--- src/rtl/mppt_po_sequencer.sv ---
`default_nettype none
// ============================================================================
// Module  : mppt_po_sequencer
// Brief   : Perturb-and-observe MPPT controller. Requests an ADC conversion,
//           forms P = V*I, compares against the previous power and steps the
//           duty command (with saturation) in the direction that raised power.
//           All registers update on the falling edge of clk.
// Options : MPPT_DEADBAND_EN - treat |P - P_prev| <= DEADBAND as "equal".
// Revision: 1.0 - initial release
// ============================================================================
module mppt_po_sequencer #(
  parameter int DW        = 12,
  parameter int DUTY_W    = 10,
  parameter int DUTY_INIT = 512,
  parameter int DUTY_MIN  = 64,
  parameter int DUTY_MAX  = 960,
  parameter int STEP      = 4,
  parameter int SETTLE    = 255,
  parameter int DEADBAND  = 16
) (
  input  logic              clk,
  input  logic              rst,
  input  logic              en,
  input  logic [DW-1:0]     adc_v,
  input  logic [DW-1:0]     adc_i,
  input  logic              adc_valid,
  output logic              adc_req,
  output logic [DUTY_W-1:0] duty,
  output logic              dir,
  output logic [2:0]        state,
  output logic [1:0]        flag,
  output logic              busy
);

  typedef enum logic [2:0] {
    S_IDLE     = 3'd0,
    S_REQ      = 3'd1,
    S_WAIT_ADC = 3'd2,
    S_CALC     = 3'd3,
    S_COMPARE  = 3'd4,
    S_UPDATE   = 3'd5,
    S_SETTLE   = 3'd6,
    S_UNUSED   = 3'd7
  } state_t;

  localparam int                 CNT_W          = (SETTLE < 2) ? 1 : $clog2(SETTLE + 1);
  localparam int                 PW             = 2 * DW;
  localparam logic [CNT_W-1:0]   C_SETTLE       = CNT_W'(SETTLE);
  localparam logic [CNT_W-1:0]   C_ONE          = CNT_W'(1);
  localparam logic [DUTY_W-1:0]  C_DUTY_INIT    = DUTY_W'(DUTY_INIT);
  localparam logic [DUTY_W-1:0]  C_DUTY_MIN     = DUTY_W'(DUTY_MIN);
  localparam logic [DUTY_W-1:0]  C_DUTY_MAX     = DUTY_W'(DUTY_MAX);
  localparam logic [DUTY_W-1:0]  C_STEP_N       = DUTY_W'(STEP);
  localparam logic [DUTY_W:0]    C_STEP_W       = (DUTY_W+1)'(STEP);
  localparam logic [DUTY_W:0]    C_MAX_W        = (DUTY_W+1)'(DUTY_MAX);
  localparam logic [DUTY_W:0]    C_MIN_PLUS_STEP = (DUTY_W+1)'(DUTY_MIN + STEP);

  // Elaboration guard: a zero settle interval would never leave SETTLE cleanly.
  if ((SETTLE < 1) || (DEADBAND < 0)) begin : g_param_check
    $error("mppt_po_sequencer: SETTLE must be >= 1 and DEADBAND >= 0");
  end

  state_t            state_q, state_d;
  logic [DW-1:0]     v_q, v_d, i_q, i_d;
  logic [PW-1:0]     p_q, p_d, p_prev_q, p_prev_d;
  logic              first_q, first_d, was_first_q, was_first_d;
  logic [CNT_W-1:0]  cnt_q, cnt_d;
  logic [DUTY_W-1:0] duty_q, duty_d;
  logic              dir_q, dir_d;
  logic [1:0]        flag_q, flag_d;
  logic              adc_req_q, adc_req_d;
  logic              busy_q, busy_d;

  logic [DUTY_W:0]   w_up;
  logic [DUTY_W-1:0] w_dn;
  logic              w_dn_under;
  logic              w_in_band;
  logic              w_do_step;

  // Candidate duty values; the upward sum keeps a carry bit so it cannot wrap.
  assign w_up       = {1'b0, duty_q} + C_STEP_W;
  assign w_dn       = duty_q - C_STEP_N;
  assign w_dn_under = ({1'b0, duty_q} < C_MIN_PLUS_STEP);
  // A flag of 00 on a non-first sample means "hold"; the very first sample always steps.
  assign w_do_step  = !((flag_q == 2'b00) && !was_first_q);

`ifdef MPPT_DEADBAND_EN
  logic [PW-1:0] w_abs_diff;
  assign w_abs_diff = (p_q >= p_prev_q) ? (p_q - p_prev_q) : (p_prev_q - p_q);
  assign w_in_band  = (w_abs_diff <= PW'(DEADBAND));
`else
  assign w_in_band  = 1'b0;
`endif

  // Next-state and datapath decisions for one P&O iteration.
  always_comb begin
    state_d     = state_q;
    v_d         = v_q;
    i_d         = i_q;
    p_d         = p_q;
    p_prev_d    = p_prev_q;
    first_d     = first_q;
    was_first_d = was_first_q;
    cnt_d       = cnt_q;
    duty_d      = duty_q;
    dir_d       = dir_q;
    flag_d      = flag_q;
    case (state_q)
      S_IDLE: begin
        if (en) state_d = S_REQ;
      end
      S_REQ: begin
        state_d = en ? S_WAIT_ADC : S_IDLE;
      end
      S_WAIT_ADC: begin
        if (!en) begin
          state_d = S_IDLE;
        end else if (adc_valid) begin
          v_d     = adc_v;
          i_d     = adc_i;
          state_d = S_CALC;
        end
      end
      S_CALC: begin
        if (!en) begin
          state_d = S_IDLE;
        end else begin
          p_d     = PW'(v_q) * PW'(i_q);
          state_d = S_COMPARE;
        end
      end
      S_COMPARE: begin
        if (!en) begin
          state_d = S_IDLE;
        end else begin
          was_first_d = first_q;
          if (first_q) begin
            flag_d  = 2'b00;
            first_d = 1'b0;
          end else if (w_in_band) begin
            flag_d = 2'b00;
          end else if (p_q > p_prev_q) begin
            flag_d = 2'b01;
          end else if (p_q < p_prev_q) begin
            flag_d = 2'b10;
            dir_d  = ~dir_q;
          end else begin
            flag_d = 2'b00;
          end
          state_d = S_UPDATE;
        end
      end
      S_UPDATE: begin
        // The duty write always completes here, even if en just fell.
        if (w_do_step) begin
          if (dir_q) begin
            if (w_up > C_MAX_W) begin
              duty_d = C_DUTY_MAX;
              dir_d  = 1'b0;
            end else begin
              duty_d = w_up[DUTY_W-1:0];
            end
          end else begin
            if (w_dn_under) begin
              duty_d = C_DUTY_MIN;
              dir_d  = 1'b1;
            end else begin
              duty_d = w_dn;
            end
          end
        end
        p_prev_d = p_q;
        cnt_d    = C_SETTLE;
        state_d  = en ? S_SETTLE : S_IDLE;
      end
      S_SETTLE: begin
        if (!en) begin
          cnt_d   = '0;
          state_d = S_IDLE;
        end else begin
          if (cnt_q != '0) cnt_d = cnt_q - C_ONE;
          if (cnt_q <= C_ONE) state_d = S_REQ;
        end
      end
      default: begin
        state_d = S_IDLE;
      end
    endcase
    adc_req_d = (state_d == S_REQ);
    busy_d    = (state_d != S_IDLE);
  end

  // Falling-edge state register; rst wins over everything.
  always_ff @(negedge clk) begin
    if (rst) begin
      state_q     <= S_IDLE;
      v_q         <= '0;
      i_q         <= '0;
      p_q         <= '0;
      p_prev_q    <= '0;
      first_q     <= 1'b1;
      was_first_q <= 1'b0;
      cnt_q       <= '0;
      duty_q      <= C_DUTY_INIT;
      dir_q       <= 1'b1;
      flag_q      <= 2'b00;
      adc_req_q   <= 1'b0;
      busy_q      <= 1'b0;
    end else begin
      state_q     <= state_d;
      v_q         <= v_d;
      i_q         <= i_d;
      p_q         <= p_d;
      p_prev_q    <= p_prev_d;
      first_q     <= first_d;
      was_first_q <= was_first_d;
      cnt_q       <= cnt_d;
      duty_q      <= duty_d;
      dir_q       <= dir_d;
      flag_q      <= flag_d;
      adc_req_q   <= adc_req_d;
      busy_q      <= busy_d;
    end
  end

  assign state   = state_q;
  assign duty    = duty_q;
  assign dir     = dir_q;
  assign flag    = flag_q;
  assign adc_req = adc_req_q;
  assign busy    = busy_q;

endmodule
`default_nettype wire

--- config.mk ---
export PLATFORM = sky130hd
export DESIGN_NAME = mppt_po_sequencer
export DESIGN_NICKNAME = d
export VERILOG_FILES = /design/src/rtl/mppt_po_sequencer.sv
export SDC_FILE = /design/constraint.sdc
export NUM_CORES = 1
export LEC_CHECK = 0
export CAP_MARGIN = 20
export CORE_ASPECT_RATIO = 0.6
export CORE_MARGIN = 5
export CORE_UTILIZATION = 60
export CTS_CLUSTER_DIAMETER = 50
export DETAILED_ROUTE_END_ITERATION = 8
export PLACE_DENSITY = 0.79
export SYNTH_ARGS = -nofsm -noshare
export SYNTH_HDL_FRONTEND = slang
export SYNTH_SLANG_ARGS = --single-unit
--- constraint.sdc ---
create_clock -name clk -period 11.33 [get_ports clk]
set_clock_uncertainty 0.2 [all_clocks]
set_input_delay 2.266 -clock clk [delete_from_list [all_inputs] [get_ports clk]]
set_output_delay 2.266 -clock clk [all_outputs]
set_load 0.03 [all_outputs]
After elaboration in Yosys (flattened, before gate mapping)
Index checks and enable logic that the tools add are counted.
- register bits: 100
- logic and storage cells: 79
- $add $sub $neg: 3
- multiply operators: 1
- magnitude comparators: 5
- equal/unequal tests: 13
- multiplexer cells: 28
- bitwise gates (word level): 2
- reduce and logical (&&, ||, !) cells: 14
- operators with widths (cell ; number):
    $mux 10 ; 3
    $gt 24x24->1 ; 1
    $lt 24x24->1 ; 1
    $mul 12x12->24 ; 1
    $mux 3 ; 8
    $pmux 3 s7 ; 1
    $mux 8 ; 2
    $pmux 8 s2 ; 1
    $add 10x3->11 const B ; 1
    $gt 11x10->1 const B ; 1
    $lt 10x7->1 const B ; 1
    $ne 2x2->1 const B ; 5
    $sub 10x3->10 const B ; 1
    $eq 3x3->1 const B ; 3
    $le 8x1->1 const B ; 1
    $mux 1 ; 8
    $mux 2 ; 4
    $reduce_and 2->1 ; 4
    $reduce_bool 8->1 ; 1
    $sub 8x1->8 const B ; 1
    $eq 3x1->1 const B ; 2
    $eq 3x2->1 const B ; 2
    $reduce_and 6->1 ; 1
    $reduce_bool 2->1 ; 2
    9 further kinds ; 10

Depth between registers and ports, before layout
Gate-level depths: netlist of run 1.
- word-level depth: 6
- depth in mapped cells: 19
- depth with buffers taken out: 18

==> metrics.md, run 1 <==
| Metric | Value |
|---|---|
| Share of cells above drive strength 1 | roughly 3.6% |
| PD cells | ~79 mW/mm^2 |
| Most common cell after layout, fill and taps aside | inv_1 |
| EDFF count, synth | 0 |
| Seq pwr share | between 40 and 50% |
| WL/cell | around 15 um |
| Top delay family on crit path | buffers and inverters |
| Worst slack, placed | 1.162 ns |
| Leakage power | about 5.2 nW |
| Sw Share | 32.73% |
| Synth unique cells | 73 |
| Hold depth | 2 |
| Gpl congestion | a little under 0.9 |
| CORE AREA | 0.01546 sq mm |
| Final Hold Fails | 0 |
| DIE AREA | approximately 0.019 sq mm |
| Pin count of the biggest net entering global routing | between 80 and 90 |
| Vias | 8,388 |
| Required time worst endpoint | between 8 and 9 ns |
| Global Route Usage Sum | about a quarter |
| Initial antenna violation count | 0 |
| CTS resizes | 0 |
| Worst slew margin | 39.03% |
| Drt first-iter violations | 592 |
| Final WS setup | between 1 and 1.5 ns |
| Setup_tns | 0 ns |
| CTS H-tree depth | 3 |
| Post-synth ARST share | 0% |
| Comb pwr share | under 10% |
| Ys flop type | dfxtp_1 |
| Root Buffer | clkbuf_16 |
| WP data arrival | about 7.6 ns |
| Input/output buffers | 43 |
| Cells after Synth | ~1,200 |
| Final ANT Viol Nets | 0 |
| Clk buf depth | 2 |
| Hold_buf cts | 0 |
| Max Slew Vio Count | 0 |
| Slew @ Worst Pin | between 0.9 and 1 ns |
| First-pass GRT wire length | a little under 40 mm |
| Antenna cell count | 0 |
| Avg Synthesized Cell Area | approximately 8 sq um |
| Critical path launch point type | register |
| Postcts setup bufs | 0 |
| Sw power | roughly 0.00028 W |
| Area grow syn2layout | 12.00% |
| Final wirelength | 22.10 mm |
| Stages on the worst setup path | 1 |
| Clk_lat worst skew | between 0.4 and 0.5 ns |
| Worst vdd ir | 0.07112 mV |
| CTS tree | yes |
| Worst path max stage delay | ~0.80 ns |
| Yosys warns | 0 |
| Clock buffer count from CTS | 9 |
| Internal Dissipation | 0.0005683 W |
| Max_cap viols | 0 |
| Crit end category | output pin |
| I/O pin count | 46 |
| Clock Sink Count | 98 |
| Unrepaired setup endpoints after global routing | false |
| Clock-pin slew on the worst setup and hold paths | 0.03 ns |
| Fin nets | 1,494 |
| Rows | 35 |
| Fillers | roughly 1,300 |
| Clock power share | a little over half |
| Initial Util | 61.63% |
| Vias in the first global route | 8,777 |
| Slowest cell on the critical path | clkdlybuf4s50_1 |
| Commonest non-fill, non-tap cells in the layout | 261 x inv_1, 236 x nand2_1, 100 x fa_1 |
| Yosys reg bits | 98 |
| Remaining DRCs | 0 |
| Crit path buf inv count | 1 |
| Post-Place Cells | 1,371 |
| Dpl hpwl | about 16 mm |
| Worst-path cell chain | clkdlybuf4s50_1 |
| Max FO, Critical Path | 16 |
| Via density per instance | approximately 5.7 |
| Layout Cells excl Fill | 1,484 |
| Final setup vio count | 0 |
| Worst r2r path cells | 16 |
| Status | finished clean |
| Total power draw | between 0.0008 and 0.0009 W |
| Mapped cell area | approximately 0.0095 sq mm |
| Die extent in x | around 170 um |
| Share of the yosys chip area belonging to registers | between 20% and 30% |
| CP Class | register to output pin |
| Hold WC Path Type | register to register |
| Drt first pass iters | 7 |
| GRT overflow | 0 |
| Die height | 107.6 um |
-- path summary, 6_finish.rpt --
| check | start | endpoint | slack [ns] |
|---|---|---|---|
| max | state[0] | state[0] | 1.29 |
| max reg2reg | v_q[8] | p_q[22] | 5.49 |
| min | p_prev_q[7] | p_prev_q[7] | 0.25 |
| min reg2reg | p_prev_q[7] | p_prev_q[7] | 0.25 |
-- layout make-up --
class / instances / area (sq um) / area share, %
Clock buffer: 9 / 225.2 / 2.111
Clock inverter: 105 / 441.7 / 4.139
Inverter: 164 / 615.6 / 5.769
Multi-Input combinational cell: 855 / 6694 / 62.73
Sequential cell: 98 / 1962 / 18.39
Tap cell: 203 / 254.0 / 2.380
Timing Repair Buffer: 50 / 478.0 / 4.479
-- state kept, by name, summed over array words and instances, names as in the netlist --
register and flops:
flag 2, dir 1, first_q 1, p_q 24, v_q 12, p_prev_q 24
was_first_q 1, duty 8, busy 1, cnt_q 8, adc_req 1, state 3
i_q 12
-- Yosys cell counts (6+ instances only) --
library cell | n | share of area, %
o21ai_0 | 25 | 1.3
nor3_1 | 22 | 1.2
a211oi_1 | 9 | 0.71
nand4_1 | 10 | 0.66
and2_1 | 65 | 4.3
xnor2_1 | 6 | 0.55
ha_1 | 90 | 12
o21a_1 | 10 | 0.79
clkbuf_1 | 51 | 2.0
a31oi_1 | 9 | 0.59
inv_1 | 164 | 6.5
xor2_1 | 6 | 0.55
nand2_1 | 236 | 9.3
a21oi_1 | 96 | 5.0
dfxtp_1 | 98 | 21
nor2_1 | 36 | 1.4
a21o_1 | 8 | 0.63
nand3_1 | 23 | 1.2
fa_1 | 100 | 21
-- per-layer routing --
metal	global-route usage [%]	share of wire [%]	vias to the layer above
met5	0	0	-
met4	6.338	1.0	0
met3	8.143	7.4	27
met2	39.48	45	296
met1	32.87	47	4024
li1	-	-	4041
-- power groups by stage --
stage | Combinational, W | Clock, W | Sequential, W
2_1_floorplan | 0.0000212 | 0.0000529 | 0.000359
3_3_place_gp | 0.0000359 | 0.0000529 | 0.000360
3_5_place_dp | 0.0000362 | 0.0000529 | 0.000360
4_1_cts | 0.0000364 | 0.000469 | 0.000355
5_1_grt | 0.0000396 | 0.000512 | 0.000355
6_report | 0.0000364 | 0.000453 | 0.000356
-- metrics by stage --
step	util, %	hold WS [ns]	cell area (sq um)
2_1_floorplan	-	0.2363	9530
3_3_place_gp	64.73	0.2427	10010
3_5_place_dp	64.73	0.2473	10010
6_report	69.02	0.2486	10670
4_1_cts	69.02	0.2518	10670
5_1_grt	69.02	0.2677	10670
-- cell families after synthesis --
group | synth area share [%]
compound gates | 13.90
xor+xnor | 1.103
fa+ha+maj | 32.83
buf+inv | 9.233
flops | 20.59
mux | 0.6567
other cells | 0.03936
simple gates | 21.64
-- worst reg2reg max path, cell delays in order, from the launching register on --
cell	delay, ns
dfxtp_1	0.72
nand2_1	0.17
fa_1	0.57
inv_1	0.06
fa_1	0.52
fa_1	0.44
fa_1	0.54
inv_1	0.05
fa_1	0.52
inv_1	0.04
ha_1	0.37
a21oi_1	0.31
nor2_1	0.14
a2111oi_4	0.40
a21oi_2	0.14
or4_1	0.49
nand3_1	0.09
(Power assumes the default switching activity.)
==> run 2: changes to the inputs <==
CTS_CLUSTER_DIAMETER = 80   (was 50)
==> results of run 2 <==
No change in the layout: final DEF, timing and power equal those of run 1.
==> patch 1 (settings of run 2) <==
Add a define of `MPPT_DEADBAND_EN`.
--- a/src/rtl/mppt_po_sequencer.sv
+++ b/src/rtl/mppt_po_sequencer.sv
@@ -10,2 +10,4 @@
 // ============================================================================
+`define MPPT_DEADBAND_EN
+
 module mppt_po_sequencer #(
Function: no difference found for any inputs over 10 cycles, from zero or initial values and one cycle with rst high; that may be too few to reach the edited logic, so the function may still have changed.
==> patch 1 against run 2 <==
- register-to-register slack got worse by 560 ps
- cell count rose by 22%
- sequential cell count did not move
- area after synthesis rose by 21%
- worst setup slack improved by 130 ps
- cell area rose by 17%
- non-clock buffer count fell by 3
- routed wire length rose by 28%
- power fell by 0.81%
- critical endpoint is now cnt_q[3]$_SDFFE_NP0P_
==> patch 1: results (changes against run 2) <==
commonest cells in the netlist: 266 x nand2_1, 192 x inv_1, 135 x a21oi_1, 113 x ha_1, 102 x fa_1 (was 236 x nand2_1, 164 x inv_1, 100 x fa_1, 98 x dfxtp_1, 96 x a21oi_1)
FF-to-FF End: p_q[22]$_SDFFE_NP0P_ (unchanged)
filler instances: 1609 (was 1294)
First-pass DRT Iterations: 5 (was 7)
via/cell ratio: 5.76 (was 5.65)
metal1 wirelength: 13.4 mm (was 10.3 mm)
WHS Endpoint: p_prev_q[23]$_SDFFE_NP0P_ (was p_prev_q[7]$_SDFFE_NP0P_)
cts bufs inserted: 9 (unchanged)
initial DRC count: 864 (was 592)
via count: 10400 (was 8388)
slew margin rel.: 0.317 (was 0.390)
internal reg-to-reg setup slack: 4930 ps (was 5490 ps)
Total Routing Usage GR: 0.268 (was 0.248)
clk_lat worst skew: 430 ps
slowest CP cell: clkdlybuf4s50_1 (unchanged)
hpwl dp: 21.3 mm (was 16.2 mm)
Primary FF master, synth: dfxtp_1 (unchanged)
Lkg Pwr: 0.00604 uW (was 0.00522 uW)
DR WL met3: 2.48 mm (was 1.64 mm)
Setup Buffers After CTS: 0 (unchanged)
Synth Instances: 1485 (was 1180)
worst vdd ir: 0.000100 V (was 0.0000711 V)
fraction of registers with async set/reset: 0 (unchanged)
drt wl/cell: 15.7 um (was 14.9 um)
post-cts sizing count: 0 (unchanged)
Post-Place Cells: 1692 (was 1371)
Top Registers: p_prev_q: 24 flops, p_q: 24 flops (unchanged)
pin count of the biggest net entering global routing: 54 (was 87)
worst hold-check path type: reg2reg (unchanged)
Hold Path Origin: p_prev_q[23]$_SDFFE_NP0P_ (was p_prev_q[7]$_SDFFE_NP0P_)
CTS H-tree lvls: 3 (unchanged)
CTS root buf: clkbuf_16 (unchanged)
ant diodes: 0 (unchanged)
outcome: finished, final reports clean (unchanged)
gpl congestion: 0.949 (was 0.876)
Placed Area: 11800 um^2 (was 10000 um^2)
initial antenna violation count: 0 (unchanged)
Synthesis Warnings: 0 (unchanged)
Bufs on Longest Clock Path: 2 (unchanged)
DR top layer: met4 (unchanged)
number of flops mapped to enable cells by yosys: 0 (unchanged)
first-pass GRT wire length: 48.8 mm (was 39.1 mm)
Nets: 1798 (was 1494)
PortBufs: 43 (unchanged)
clk slew on worst S/H paths: 30 ps (about the same)
DR WL met2: 12.2 mm (was 9.92 mm)
hold path depth: 2 (unchanged)
delay-heaviest family, CP: buffers and inverters (unchanged)
sequential share of the synthesized area: 0.171 (was 0.206)
FF-to-FF path depth: 21 (was 16)
Yosys cell types: 76 (was 73)
worst r2r src: v_q[6]$_SDFFE_NP0P_ (was v_q[8]$_SDFFE_NP0P_)
ranking of synthesized cells by area: fa_1 18%, dfxtp_1 17%, ha_1 12% (was fa_1 21%, dfxtp_1 21%, ha_1 12%)
share of cells above drive strength 1: 0.0288 (was 0.0359)
delay of the slowest critical-path stage: 700 ps (was 800 ps)
crit-path max FO: 17 (was 16)
[patch 1: worst max-delay path by stage]
stage,slack [ps],cells past startpoint,start,end
2_1_floorplan,1770,8,en,cnt_q[3]$_SDFFE_NP0P_
3_3_place_gp,1060,7,en,cnt_q[3]$_SDFFE_NP0P_
3_5_place_dp,1030,7,en,cnt_q[3]$_SDFFE_NP0P_
4_1_cts,1460,1,duty[5]$_SDFFE_NP0P_,duty[5]
5_1_grt,1300,7,en,cnt_q[3]$_SDFFE_NP0P_
6_report,1410,7,en,cnt_q[3]$_SDFFE_NP0P_
[patch 1: cells by family after synthesis]
group / Yosys count / synth area share
xor gates and xnor gates: 41 / 0.0313
adders and majority gates: 215 / 0.301
DFF: 98 / 0.171
AOI/OAI and AO/OA: 311 / 0.170
and+or+nand+nor: 531 / 0.220
muxes: 10 / 0.00871
buffers and inverters: 278 / 0.0975
other: 1 / 0.000326
[patch 1: worst reg2reg max path, delay by kind of cell, from the launching register on]
kind | cells | cell delay, ps
simple gates | 4 | 800
compound gates | 8 | 1630
flops | 1 | 700
buf+inv | 3 | 150
fa+ha+maj | 6 | 2760
[patch 1: power breakdown]
part / total, uW / internal [uW] / leakage [uW] / switching, uW
Combinational: 30.2 / 14.2 / 0.00459 / 16.0
Sequential: 352 / 349 / 0.000790 / 3.68
Clock: 455 / 202 / 0.000668 / 254
[patch 1: final cells by class]
cell class              count  share of cell area
clock inverters           105              0.0351
clock buffers               9              0.0180
repair buffers             47              0.0379
inverters                 191              0.0572
multi-input cells        1110               0.671
well taps                 246              0.0246
flip-flops and latches     98               0.156
[patch 1: layer usage]
layer,vias to the layer above,track usage
li1,5028,-
met1,4930,0.373
met2,413,0.412
met3,30,0.0833
met4,0,0.0684
met5,-,0
[patch 1: stage by stage]
step | utilization | setup slack [ps] | hold WS (ps)
global placement | 0.626 | 1060 | 245
CTS | 0.661 | 1460 | 253
floorplan | - | 1770 | 233
finish | 0.662 | 1410 | 252
detailed placement | 0.626 | 1030 | 248
global route | 0.662 | 1300 | 265
==> patch 2 (config.mk and constraints of run 2) <==
Without the edit above. Make the reset (`rst`) asynchronous in one clocked block.
--- a/src/rtl/mppt_po_sequencer.sv
+++ b/src/rtl/mppt_po_sequencer.sv
@@ -193,3 +193,3 @@
   // Falling-edge state register; rst wins over everything.
-  always_ff @(negedge clk) begin
+  always_ff @(negedge clk or posedge rst) begin
     if (rst) begin
Behaviour: differs if rst is asserted again (counterexample within 4 cycles, from zero or initial values and one cycle with rst high); with rst held inactive, the same outputs for 10 cycles.
==> patch 2 against run 2 <==
- die area is essentially flat
- worst setup slack improved by 110 ps
- register-to-register slack got worse by 80 ps
- via count is 14% lower
- cell area is 2.8% lower
- sequential cell count unchanged
- routed wire length fell by 7.4%
- cell count shrank 14%
- area after synthesis about the same
- worst hold slack gained 13 ps
- global-route usage fell by 2.2 points
Power is left out: the tool's default activity adds up to more than one toggle a clock period on the data nets, which glitch-free logic cannot reach.
==> patch 2: results (changes against run 2) <==
FF-to-FF End: p_q[20]$_DFFE_NP0P_ (was p_q[22]$_SDFFE_NP0P_)
non-clk buf share: 0.0451 (was 0.0448)
filler instances: 1214 (was 1294)
vias in the first global route: 6971 (was 8777)
via count: 7228 (was 8388)
hpwl dp: 15.7 mm (was 16.2 mm)
outcome: finished, final reports clean (unchanged)
FF-to-FF path depth: 17 (was 16)
post-cts sizing count: 0 (unchanged)
CP Launch Point: duty[4]$_DFFE_NP0P_ (was state[0]$_SDFF_NP0_)
worst r2r src: i_q[5]$_DFFE_NP0P_ (was v_q[8]$_SDFFE_NP0P_)
post-route setup slack: 1400 ps (was 1290 ps)
internal reg-to-reg setup slack: 5410 ps (was 5490 ps)
first-pass GRT wire length: 34.7 mm (was 39.1 mm)
inverter count: 170 (was 164)
critical path endpoint: duty[4] (was state[0])
delay of the slowest critical-path stage: 770 ps (was 800 ps)
total grt overflow: 0 (unchanged)
Nets: 1280 (was 1494)
top cell type by total area after synthesis: dfrtn_1 (was fa_1)
fraction of area in multi-input gates: 0.600 (was 0.627)
Post-Place Setup Slack: 1030 ps (was 1160 ps)
crit path DAT: 7460 ps (was 7570 ps)
CTS H-tree lvls: 3 (unchanged)
crit-path max FO: 11 (was 16)
sequential share of the synthesized area: 0.258 (was 0.206)
gpl congestion: 0.896 (was 0.876)
sequential cell area share: 0.237 (was 0.184)
hold path depth: 2 (unchanged)
clk slew on worst S/H paths: 60 ps (was 30 ps)
pin count of the biggest net entering global routing: 62 (was 87)
drt wl/cell: 16.1 um (was 14.9 um)
post-route ant nets: 0 (unchanged)
Multi-In Gates: 732 (was 855)
Final Hold Viols: 0 (unchanged)
slew margin rel.: 0.300 (was 0.390)
worst hold-check path type: reg2reg (unchanged)
ant diodes: 0 (unchanged)
initial DRC count: 654 (was 592)
ranking of synthesized cells by area: dfrtn_1 25%, fa_1 21%, ha_1 12% (was fa_1 21%, dfxtp_1 21%, ha_1 12%)
Top Registers: p_prev_q: 24 flops, p_q: 24 flops (unchanged)
First-pass DRT Iterations: 5 (was 7)
fraction of registers with async set/reset: 1.00 (was 0)
clk tree area frac: 0.0316 (was 0.0625)
commonest cells in the netlist: 171 x inv_1, 157 x nand2_1, 100 x fa_1, 95 x dfrtn_1, 90 x ha_1 (was 236 x nand2_1, 164 x inv_1, 100 x fa_1, 98 x dfxtp_1, 96 x a21oi_1)
share of cells above drive strength 1: 0.0656 (was 0.0359)
Total Routing Usage GR: 0.226 (was 0.248)
Yosys cell types: 67 (was 73)
Non-clock buffers: 48 (was 50)
clk_lat worst skew: 400 ps (was 420 ps)
patch 2: changes by cell type in the layout (fill, tap and decap cells not counted), sizes merged, moves of 6 or more:
cell / delta
dfxtp: -98
dfrtn: +95
inv: -90
nand2: -78
a21oi: -44
o21ai: +44
mux2: +30
nor3: -17
o21a: -9
nand3: -8
a211oi: -6
patch 2: cell families (layout without fill, tap and decap cells):
kind of cell	Yosys count	in the layout	share of synthesized area
and+or+nand+nor	312	312	0.157
buffers and inverters	220	237	0.0893
adders and majority gates	190	190	0.328
AOI/OAI and AO/OA	175	175	0.110
DFF	98	98	0.258
muxes	34	34	0.0399
xor gates and xnor gates	19	19	0.0175
other	1	2	0.000394
patch 2: metrics by stage:
step	instances	area, um^2
2_1_floorplan	1050	9530
3_3_place_gp	1252	10000
3_5_place_dp	1252	10000
4_1_cts	1270	10400
5_1_grt	1270	10400
6_report	1270	10400
patch 2: worst min-delay path by stage:
stage / from / slack (ps) / endpoint
global route: p_q[4]$_DFFE_NP0P_ / 280 / p_prev_q[4]$_DFFE_NP0P_
CTS: p_q[4]$_DFFE_NP0P_ / 260 / p_prev_q[4]$_DFFE_NP0P_
floorplan: p_prev_q[0]$_DFFE_NP0P_ / 210 / p_prev_q[0]$_DFFE_NP0P_
finish: p_prev_q[0]$_DFFE_NP0P_ / 260 / p_prev_q[0]$_DFFE_NP0P_
detailed placement: p_q[16]$_DFFE_NP0P_ / 270 / p_prev_q[16]$_DFFE_NP0P_
global placement: p_prev_q[0]$_DFFE_NP0P_ / 230 / p_prev_q[0]$_DFFE_NP0P_
patch 2: per-layer routing:
layer / global-route usage / share of wire / up-vias
li1: - / - / 3400
met1: 0.349 / 0.49 / 3569
met2: 0.330 / 0.43 / 235
met3: 0.0449 / 0.072 / 24
met4: 0.0454 / 0.010 / 0
met5: 0 / 0 / -
